**config.mk**
```make
export PLATFORM = sky130hd
export DESIGN_NAME = yarp_branch_predict_resolve
export DESIGN_NICKNAME = d
export VERILOG_FILES = /design/src/rtl/yarp_pkg.sv /design/src/rtl/yarp_bht.sv /design/src/rtl/yarp_branch_predict_resolve.sv
export SDC_FILE = /design/constraint.sdc
export NUM_CORES = 1
export LEC_CHECK = 0
export ABC_AREA = 1
export CAP_MARGIN = 10
export CORE_UTILIZATION = 52
export DETAILED_ROUTE_END_ITERATION = 10
export GPL_TIMING_DRIVEN = 1
export PLACE_DENSITY_LB_ADDON = 0.12
export RECOVER_POWER = 50
export SETUP_SLACK_MARGIN = 0.2
export SYNTH_ARGS = -nofsm -noshare
export SYNTH_HDL_FRONTEND = slang
export SYNTH_SLANG_ARGS = --single-unit
```
**constraint.sdc**
```tcl
create_clock -name clk -period 19.75 [get_ports clk]
set_clock_uncertainty 0.15 [all_clocks]
set_input_delay 4.9375 -clock clk [delete_from_list [all_inputs] [get_ports clk]]
set_output_delay 4.9375 -clock clk [all_outputs]
set_load 0.005 [all_outputs]
```
**src/rtl/yarp_pkg.sv**
```systemverilog
// Shared YARP types and constants used by the branch unit.
package yarp_pkg;

    // 2-bit saturating predictor counter; bit 1 is the predicted direction.
    typedef enum logic [1:0] {
        SNT = 2'b00,
        WNT = 2'b01,
        WT  = 2'b10,
        ST  = 2'b11
    } bht_ctr_t;

    // RV32I B-type func3 encodings.
    localparam logic [2:0] BEQ  = 3'b000;
    localparam logic [2:0] BNE  = 3'b001;
    localparam logic [2:0] BLT  = 3'b100;
    localparam logic [2:0] BGE  = 3'b101;
    localparam logic [2:0] BLTU = 3'b110;
    localparam logic [2:0] BGEU = 3'b111;

    // func3 values 010 and 011 do not encode a branch.
    function automatic logic is_legal_branch(input logic [2:0] func3);
        return !((func3 == 3'b010) || (func3 == 3'b011));
    endfunction

endpackage

```
**src/rtl/yarp_bht.sv**
```systemverilog
// Direct-mapped table of 2-bit saturating counters.
// One combinational read port (fetch) and one write port (execute).
// A read of the entry being written in the same cycle returns the old value.
module yarp_bht
    import yarp_pkg::*;
#(
    parameter int          ENTRIES  = 64,
    parameter logic [1:0]  CTR_INIT = 2'b01,
    localparam int         IDX      = $clog2(ENTRIES)
) (
    input  logic            clk,
    input  logic            reset,
    input  logic [IDX-1:0]  rd_idx,
    output bht_ctr_t        rd_ctr,
    input  logic            upd_en,
    input  logic [IDX-1:0]  upd_idx,
    input  logic            upd_taken
);

    bht_ctr_t ctr_q [ENTRIES];
    bht_ctr_t cur_ctr;
    bht_ctr_t next_ctr;

    assign rd_ctr  = ctr_q[rd_idx];
    assign cur_ctr = ctr_q[upd_idx];

    // Saturating step of the entry being updated.
    always_comb begin
        next_ctr = cur_ctr;
        if (upd_taken) begin
            case (cur_ctr)
                SNT:     next_ctr = WNT;
                WNT:     next_ctr = WT;
                default: next_ctr = ST;
            endcase
        end else begin
            case (cur_ctr)
                ST:      next_ctr = WT;
                WT:      next_ctr = WNT;
                default: next_ctr = SNT;
            endcase
        end
    end

    // Counter array: all entries return to CTR_INIT on reset.
    always_ff @(posedge clk or posedge reset) begin
        if (reset) begin
            for (int i = 0; i < ENTRIES; i++) begin
                ctr_q[i] <= bht_ctr_t'(CTR_INIT);
            end
        end else if (upd_en) begin
            ctr_q[upd_idx] <= next_ctr;
        end
    end

endmodule

```
**src/rtl/yarp_branch_predict_resolve.sv**
```systemverilog
// YARP branch unit: evaluates B-type conditions, trains the BHT, and raises a
// registered redirect with the correct next PC on a mispredict.
// Handshake: execute presents a resolve with res_valid_i=1 for one cycle; there
// is no ready, the unit accepts one resolve every cycle and never stalls.
module yarp_branch_predict_resolve
    import yarp_pkg::*;
#(
    parameter int          XLEN        = 32,
    parameter int          BHT_ENTRIES = 64,
    parameter logic [1:0]  CTR_INIT    = 2'b01
) (
    input  logic             clk,
    input  logic             reset,
    input  logic [XLEN-1:0]  pred_pc_i,
    output logic             pred_taken_o,
    input  logic             res_valid_i,
    input  logic             is_b_type_ctl_i,
    input  logic [2:0]       instr_func3_ctl_i,
    input  logic [XLEN-1:0]  res_pc_i,
    input  logic [XLEN-1:0]  opr_a_i,
    input  logic [XLEN-1:0]  opr_b_i,
    input  logic [XLEN-1:0]  imm_i,
    input  logic             pred_taken_i,
    output logic             branch_taken_o,
    output logic             redirect_o,
    output logic [XLEN-1:0]  redirect_pc_o,
    output logic [31:0]      br_count_o,
    output logic [31:0]      mispred_count_o
);

    localparam int IDX = $clog2(BHT_ENTRIES);

    logic            resolve;
    logic            legal;
    logic            cond;
    logic            taken;
    logic            mispred;
    logic [XLEN-1:0] target_pc;
    logic [XLEN-1:0] fall_pc;
    bht_ctr_t        rd_ctr;
    logic            unused_pred_bits;

    assign unused_pred_bits = ^{pred_pc_i[XLEN-1:IDX+2], pred_pc_i[1:0]};

    assign resolve   = res_valid_i & is_b_type_ctl_i;
    assign legal     = is_legal_branch(instr_func3_ctl_i);
    assign taken     = resolve & legal & cond;
    assign mispred   = resolve & (taken != pred_taken_i);
    assign target_pc = res_pc_i + imm_i;
    assign fall_pc   = res_pc_i + {{(XLEN-3){1'b0}}, 3'd4};

    // Branch condition from func3; illegal encodings evaluate as not taken.
    always_comb begin
        cond = 1'b0;
        case (instr_func3_ctl_i)
            BEQ:     cond = (opr_a_i == opr_b_i);
            BNE:     cond = (opr_a_i != opr_b_i);
            BLT:     cond = ($signed(opr_a_i) <  $signed(opr_b_i));
            BGE:     cond = ($signed(opr_a_i) >= $signed(opr_b_i));
            BLTU:    cond = (opr_a_i <  opr_b_i);
            BGEU:    cond = (opr_a_i >= opr_b_i);
            default: cond = 1'b0;
        endcase
    end

    yarp_bht #(
        .ENTRIES  (BHT_ENTRIES),
        .CTR_INIT (CTR_INIT)
    ) u_bht (
        .clk       (clk),
        .reset     (reset),
        .rd_idx    (pred_pc_i[IDX+1:2]),
        .rd_ctr    (rd_ctr),
        .upd_en    (resolve & legal),
        .upd_idx   (res_pc_i[IDX+1:2]),
        .upd_taken (cond)
    );

    assign pred_taken_o = (rd_ctr == WT) || (rd_ctr == ST);

    // Resolution outputs: reloaded every cycle so idle cycles read back as 0.
    always_ff @(posedge clk or posedge reset) begin
        if (reset) begin
            branch_taken_o <= 1'b0;
            redirect_o     <= 1'b0;
            redirect_pc_o  <= '0;
        end else begin
            branch_taken_o <= taken;
            redirect_o     <= mispred;
            redirect_pc_o  <= mispred ? (taken ? target_pc : fall_pc) : '0;
        end
    end

    // Statistics counters, sticking at all-ones.
    always_ff @(posedge clk or posedge reset) begin
        if (reset) begin
            br_count_o      <= '0;
            mispred_count_o <= '0;
        end else begin
            if (resolve && legal && (br_count_o != 32'hFFFF_FFFF))
                br_count_o <= br_count_o + 32'd1;
            if (mispred && (mispred_count_o != 32'hFFFF_FFFF))
                mispred_count_o <= mispred_count_o + 32'd1;
        end
    end

endmodule

```
==> impl_metrics.ini, run 1 <==
[power]
p_leak_nw = 9.32
clkPwrFrac = 0.395
seq_power_share = 0.409
pwr-share-comb = 0.196
power_per_cell_area_nw_per_um2 = 64.9
p_int_mw = 0.872
power_switching_mw = 0.366
switching_share = 0.295
vdd_drop_max_uv = 86.9

[die]
fp-row-count = 63
start_util = 0.528
die_w_um = 175
die_y_um = 175
die_area_sq_um = 30800
design.core.area_sq_um = 29600
io_pins = 267

[detailed_routing]
drt-total-wl_um = 49900
via_per_inst = 5.64
drc_errors = 0
vias = 16100
initialDrtViolationCount = 1752
ant_nets = 0
first_pass_iters = 6
avgRoutedWirePerCell_um = 17.5

[sta]
finalHoldViolations = 0
final_max_slew_viol_count = 158
max_freq_mhz = 72.5
slew_headroom = -1.67
fin_setup_tns_ns = 0
period_minus_slack_ns = 13.80
finalCritPeriodShare = 0.699
setup_viol = 0
rsz0062_at_grt = no
tightest_slew_ns = 4.00

[final_layout]
num-nets-final = 2673
final_common_cell = nand2_1
mostFrequentLayoutCells = nand2_1, inv_1, nor2_1, nand3_1, dfrtp_1
drive_gt1_frac = 0.0622
final_core_util = 0.643
final_cell_area_sq_um = 19100
area_delta_synth_final_pct = 21.8
final-instance-count-excl-fill = 2850

[worst_setup_path]
startpoint = pred_pc_i[2]
path_cells = clkdlybuf4s50_1 -> inv_1 -> o21ai_0 -> o22ai_1 -> nor2_1 -> o221a_2 -> o31ai_1 -> clkdlybuf4s50_1
rrSetupSlack_ns = 15.84
crit_slowest_cell = clkdlybuf4s50_1
cp_top_family = buffers and inverters
crit_fanout = 33
worst-setup-path-type = primary input to primary output
cp-end-kind = primary output
crit_required_ns = 14.66
cp-start-kind = primary input
crit_path_frequent_cell = clkdlybuf4s50_1
crit_buf_inv = 3
rr_endpoint = mispred_count_o[3]
r2r-start = mispred_count_o[0]
cp.arrival_ns = 8.71
cpPeakStageDelay_ns = 1.02
worstSetupPathDepth = 8
critical_path.endpoint = pred_taken_o
ff2ff_path_depth = 11

[cts]
ctsResizeCount = 0
clk_pin_slew_ns = 0.06
postCtsHoldBufs = 0
numCtsBuffers = 26
cts.sinks = 226
cts_tree = yes
cts_setup_buffers = 0
cts_buffer_depth = 3
h-tree-depth = 1
cts.root.buffer_cell = clkbuf_16
clkLatencyLatePin_ns = 0.54

[run]
maxCapViolations = 2

[global_routing]
grt_first_pass_wirelength_um = 79200
grt_overflow = 0
grtUsageTotal = 0.322
grt_start_max_net_pins = 84
antenna_found_initial = 2
grt_pass1_vias = 15300

[outcome]
violations = capacitance limit, slew limit
status = finished with violations

[place]
hpwlAfterDp_um = 35800
dp_cells = 2800
io_buffer_count = 240
place_area_sq_um = 18200
gp_congestion = 0.968

[yosys]
synth.area.mux_share = 0
synth-edff-count = 0
yosysSeqAreaShare = 0.367
syn-cell-area_sq_um = 15600
synth_top_area_frac = 0.259
synth_top_family_by_area = simple AND/OR/NAND/NOR gates
yosys_warnings = 0
synthSimpleGateAreaFrac = 0.345
synth_top_area_cell = dfrtp_1
ys_seq_elements = 226
ys_types = 52
synthAdderAreaFrac = 0.0541
avgSynthCellArea_sq_um = 7.02
ys_top_cells_by_area = dfrtp_1, nand2_1, dfstp_2, nand3_1, inv_1
synthArstFlopShare = 1.00
syn_inst = 2230
synth_compound_area_frac = 0.0918
synth_xor_area_frac = 0.0487
synth_nets = 2465
synthFlopType = dfrtp_1

[hold_path]
hold_start = u_bht.ctr_q[10]
hold_class = flop to flop
==> metrics by stage <==
step                hold slack (ns)  power, mW  worst slack, ns
global placement              0.302      0.753             6.24
global route                  0.329       1.29             5.72
detailed placement            0.306      0.757             6.09
floorplan                     0.296      0.658             8.58
finish                        0.317       1.24             5.95
CTS                           0.317       1.25             6.09
==> cells in the mapped netlist, drive strengths merged, types with 2 or more instances <==
library cell,count
a22o,2
nor2,240
buf,49
clkbuf,19
dfrtp,162
clkinv,3
o311ai,2
xor2,52
nor4,14
inv,275
o21bai,2
and3,4
xnor2,35
o31ai,5
a21boi,2
o21a,8
nand3,219
nor3,73
a31oi,12
o221ai,3
or2,4
o2111ai,2
nand4,51
dfstp,64
a21o,3
o22ai,15
o21ai,88
o211ai,3
a221oi,11
ha,66
a21oi,63
a22oi,15
nand2,660
==> power groups by stage <==
stage	registers (mW)	clock network [mW]	logic [mW]
finish	0.506	0.490	0.243
floorplan	0.511	0	0.146
detailed placement	0.513	0	0.244
CTS	0.506	0.494	0.245
global route	0.508	0.513	0.267
global placement	0.513	0	0.240
==> registers in the layout, indices dropped and copies added (netlist names) <==
signal and flops:
branch_taken_o 1, redirect_o 1, u_bht.ctr_q 128, br_count_o 32, redirect_pc_o 32, mispred_count_o 32
==> worst min path at each step <==
stage	to	slack, ns	cells after the start
2_1_floorplan	u_bht.ctr_q[6]	0.30	2
3_3_place_gp	u_bht.ctr_q[68]	0.30	2
3_5_place_dp	u_bht.ctr_q[90]	0.31	2
4_1_cts	u_bht.ctr_q[90]	0.32	2
5_1_grt	u_bht.ctr_q[104]	0.33	2
6_report	u_bht.ctr_q[10]	0.32	2
==> per-layer routing <==
layer	wire length, um	GRT usage	vias up
li1	-	-	7686
met1	20900	0.429	7531
met2	23000	0.534	735
met3	4380	0.0494	124
met4	1670	0.111	0
met5	0	0	-
==> area by class of cell <==
cell class,instances,area (sq um)
diodes,2,5.00
repair buffers,248,2460
inverters,278,1050
clock inverters,12,133
fillers,2717,10600
multi-input cells,1658,8460
well taps,390,488
clock buffers,36,738
flip-flops and latches,226,5740
==> cells by family after synthesis <==
family	after synthesis
buffers and inverters	346
AO/OA/AOI/OAI	238
XOR/XNOR	87
flip-flops	226
adder cells (fa/ha/maj)	67
AND/OR/NAND/NOR	1266
==> tightest hold or removal path: cells and delay by family, from the launching register on <==
family           cells  cell delay, ns
flip-flops           1            0.37
AND/OR/NAND/NOR      2            0.10
Power figures use the tool's default switching activity.
==> inputs of run 2 (changes only) <==
==> constraint.sdc (replaced) <==
create_clock -name clk -period 13.1 [get_ports clk]
set_clock_uncertainty 0.15 [all_clocks]
set_input_delay 3.275 -clock clk [delete_from_list [all_inputs] [get_ports clk]]
set_output_delay 3.275 -clock clk [all_outputs]
set_load 0.005 [all_outputs]
==> run 2 against run 1 <==
Compared with the run above: worst setup slack got worse by 3.3 ns; critical path depth up 1; critical path type unchanged; largest cell class unchanged; the flow still finishes with violations (capacitance limit, slew limit); first-iteration DRC count grew 1.1%; sequential power grew 51%; final cell count is essentially flat; hold slack hardly changed.
==> impl_metrics.ini, run 2 (same netlist as run 1, synthesis figures left out) <==
[detailed_routing]
first_pass_iters = 6
initialDrtViolationCount = 1772
avgRoutedWirePerCell_um = 17.6
via_per_inst = 5.70
vias = 16200
drt-total-wl_um = 50200
drc_errors = 0
ant_nets = 0

[final_layout]
final_common_cell = nand2_1
area_delta_synth_final_pct = 22.2
num-nets-final = 2673
drive_gt1_frac = 0.0631
n_antenna_cell = 0
final-instance-count-excl-fill = 2848
regMostFlops = u_bht.ctr_q
mostFrequentLayoutCells = nand2_1, inv_1, nor2_1, nand3_1, dfrtp_1
nFillCells = 2681
largest_register_ffs = 128

[global_routing]
grt_pass1_vias = 15500
grt_start_max_net_pins = 94
met1_usage = 0.432
met2_usage = 0.531
grt_overflow = 0
grt_first_pass_wirelength_um = 79800
top_usage_layer = met2
grt.met3_usage = 0.0584
antenna_found_initial = 0
grtUsageTotal = 0.324

[die]
start_util = 0.528
fp-row-count = 63
design.core.area_sq_um = 29600
die_y_um = 175
die_area_sq_um = 30800
die_w_um = 175
io_pins = 267

[sta]
setup_ws_ns = 2.64
rsz0062_at_grt = no
finalCritPeriodShare = 0.799
slew_headroom = -1.83
setup_viol = 0
finalHoldViolations = 0
max_freq_mhz = 95.6
fin_setup_tns_ns = 0
period_minus_slack_ns = 10.46
tightest_slew_ns = 4.22
final_max_slew_viol_count = 156

[worst_setup_path]
cp-end-kind = primary output
path_cells = clkdlybuf4s50_1 -> inv_1 -> o21ai_0 -> o22ai_1 -> o21ai_0 -> o22ai_1 -> nor2_1 -> o31ai_1 -> clkdlybuf4s50_1
cpPeakStageDelay_ns = 1.01
crit_fanout = 33
cp.arrival_ns = 7.04
crit_buf_inv = 3
cp-start-kind = primary input
worstSetupPathDepth = 9
crit_required_ns = 9.68
cp_top_family = buffers and inverters
ff2ff_path_depth = 11
crit_slowest_cell = clkdlybuf4s50_1
worst-setup-path-type = primary input to primary output

[outcome]
violations = capacitance limit, slew limit
status = finished with violations

[cts]
ctsResizeCount = 0
clkLatencyLatePin_ns = 0.55
cts_buffer_depth = 3
cts.sinks = 226
cts_setup_buffers = 0
cts_tree = yes
numCtsBuffers = 26
h-tree-depth = 1
cts.root.buffer_cell = clkbuf_16
clk_pin_slew_ns = 0.06
postCtsHoldBufs = 0

[run]
maxCapViolations = 2

[power]
power_per_cell_area_nw_per_um2 = 100
vdd_drop_max_uv = 108
p_leak_nw = 9.34

[hold_path]
hold_class = flop to flop
whs_path_depth = 2

[place]
gp_congestion = 0.973
dp_cells = 2800
hpwlAfterDp_um = 35600
io_buffer_count = 240
post-place-ws_ns = 2.88
-- run 2: cell count changes in the layout (fill, tap and decap cells not counted), sizes merged --
cell / change
bufinv: +2
clkbuf: -1
clkinv: -2
clkinvlp: +2
diode: -2
inv: -1
-- run 2: final timing paths --
path                       slack (ns)                from                  end
max reg2reg                      9.10  mispred_count_o[0]  mispred_count_o[14]
max                              2.64        pred_pc_i[2]         pred_taken_o
min in group asynchronous        4.29               reset        br_count_o[7]
max in group asynchronous        3.80               reset    redirect_pc_o[25]
min reg2reg                      0.32    u_bht.ctr_q[108]     u_bht.ctr_q[108]
min                              0.32    u_bht.ctr_q[108]     u_bht.ctr_q[108]
-- run 2: power breakdown --
group          leakage [nW]  total [mW]  switching [mW]  internal [mW]
Combinational          6.00       0.368           0.224          0.144
Clock                 0.455       0.784           0.306          0.478
Sequential             2.88       0.764          0.0271          0.737
-- run 2: area by class of cell --
| cell class | count | area [sq um] | share of cell area |
|---|---|---|---|
| tap | 390 | 488 | 0.0255 |
| inverter | 278 | 1050 | 0.0548 |
| sequential | 226 | 5740 | 0.300 |
| multi-input combinational | 1658 | 8460 | 0.443 |
| clock inverter | 13 | 185 | 0.00969 |
| timing repair buffer | 248 | 2460 | 0.129 |
| clock buffer | 35 | 744 | 0.0389 |
-- run 2: tightest hold or removal path: cells and delay by family (launching register included) --
kind / cells / cell delay (ns)
DFF: 1 / 0.37
and+or+nand+nor: 2 / 0.10
-- run 2: layer usage --
metal | up-vias | part of all wire | routed length (um)
met4 | 0 | 0.032 | 1590
met2 | 803 | 0.46 | 23200
met5 | - | 0 | 0
met1 | 7654 | 0.41 | 20700
li1 | 7673 | - | -
met3 | 116 | 0.095 | 4770
-- run 2: metrics by stage --
stage	hold slack (ns)	total power, mW	area [sq um]	utilization
final	0.318	1.92	19100	0.645
after global routing	0.326	1.99	19100	0.645
after detailed placement	0.308	1.14	18200	0.614
after CTS	0.316	1.93	19100	0.646
after global placement	0.302	1.14	18200	0.614
after floorplan	0.296	0.992	15600	-
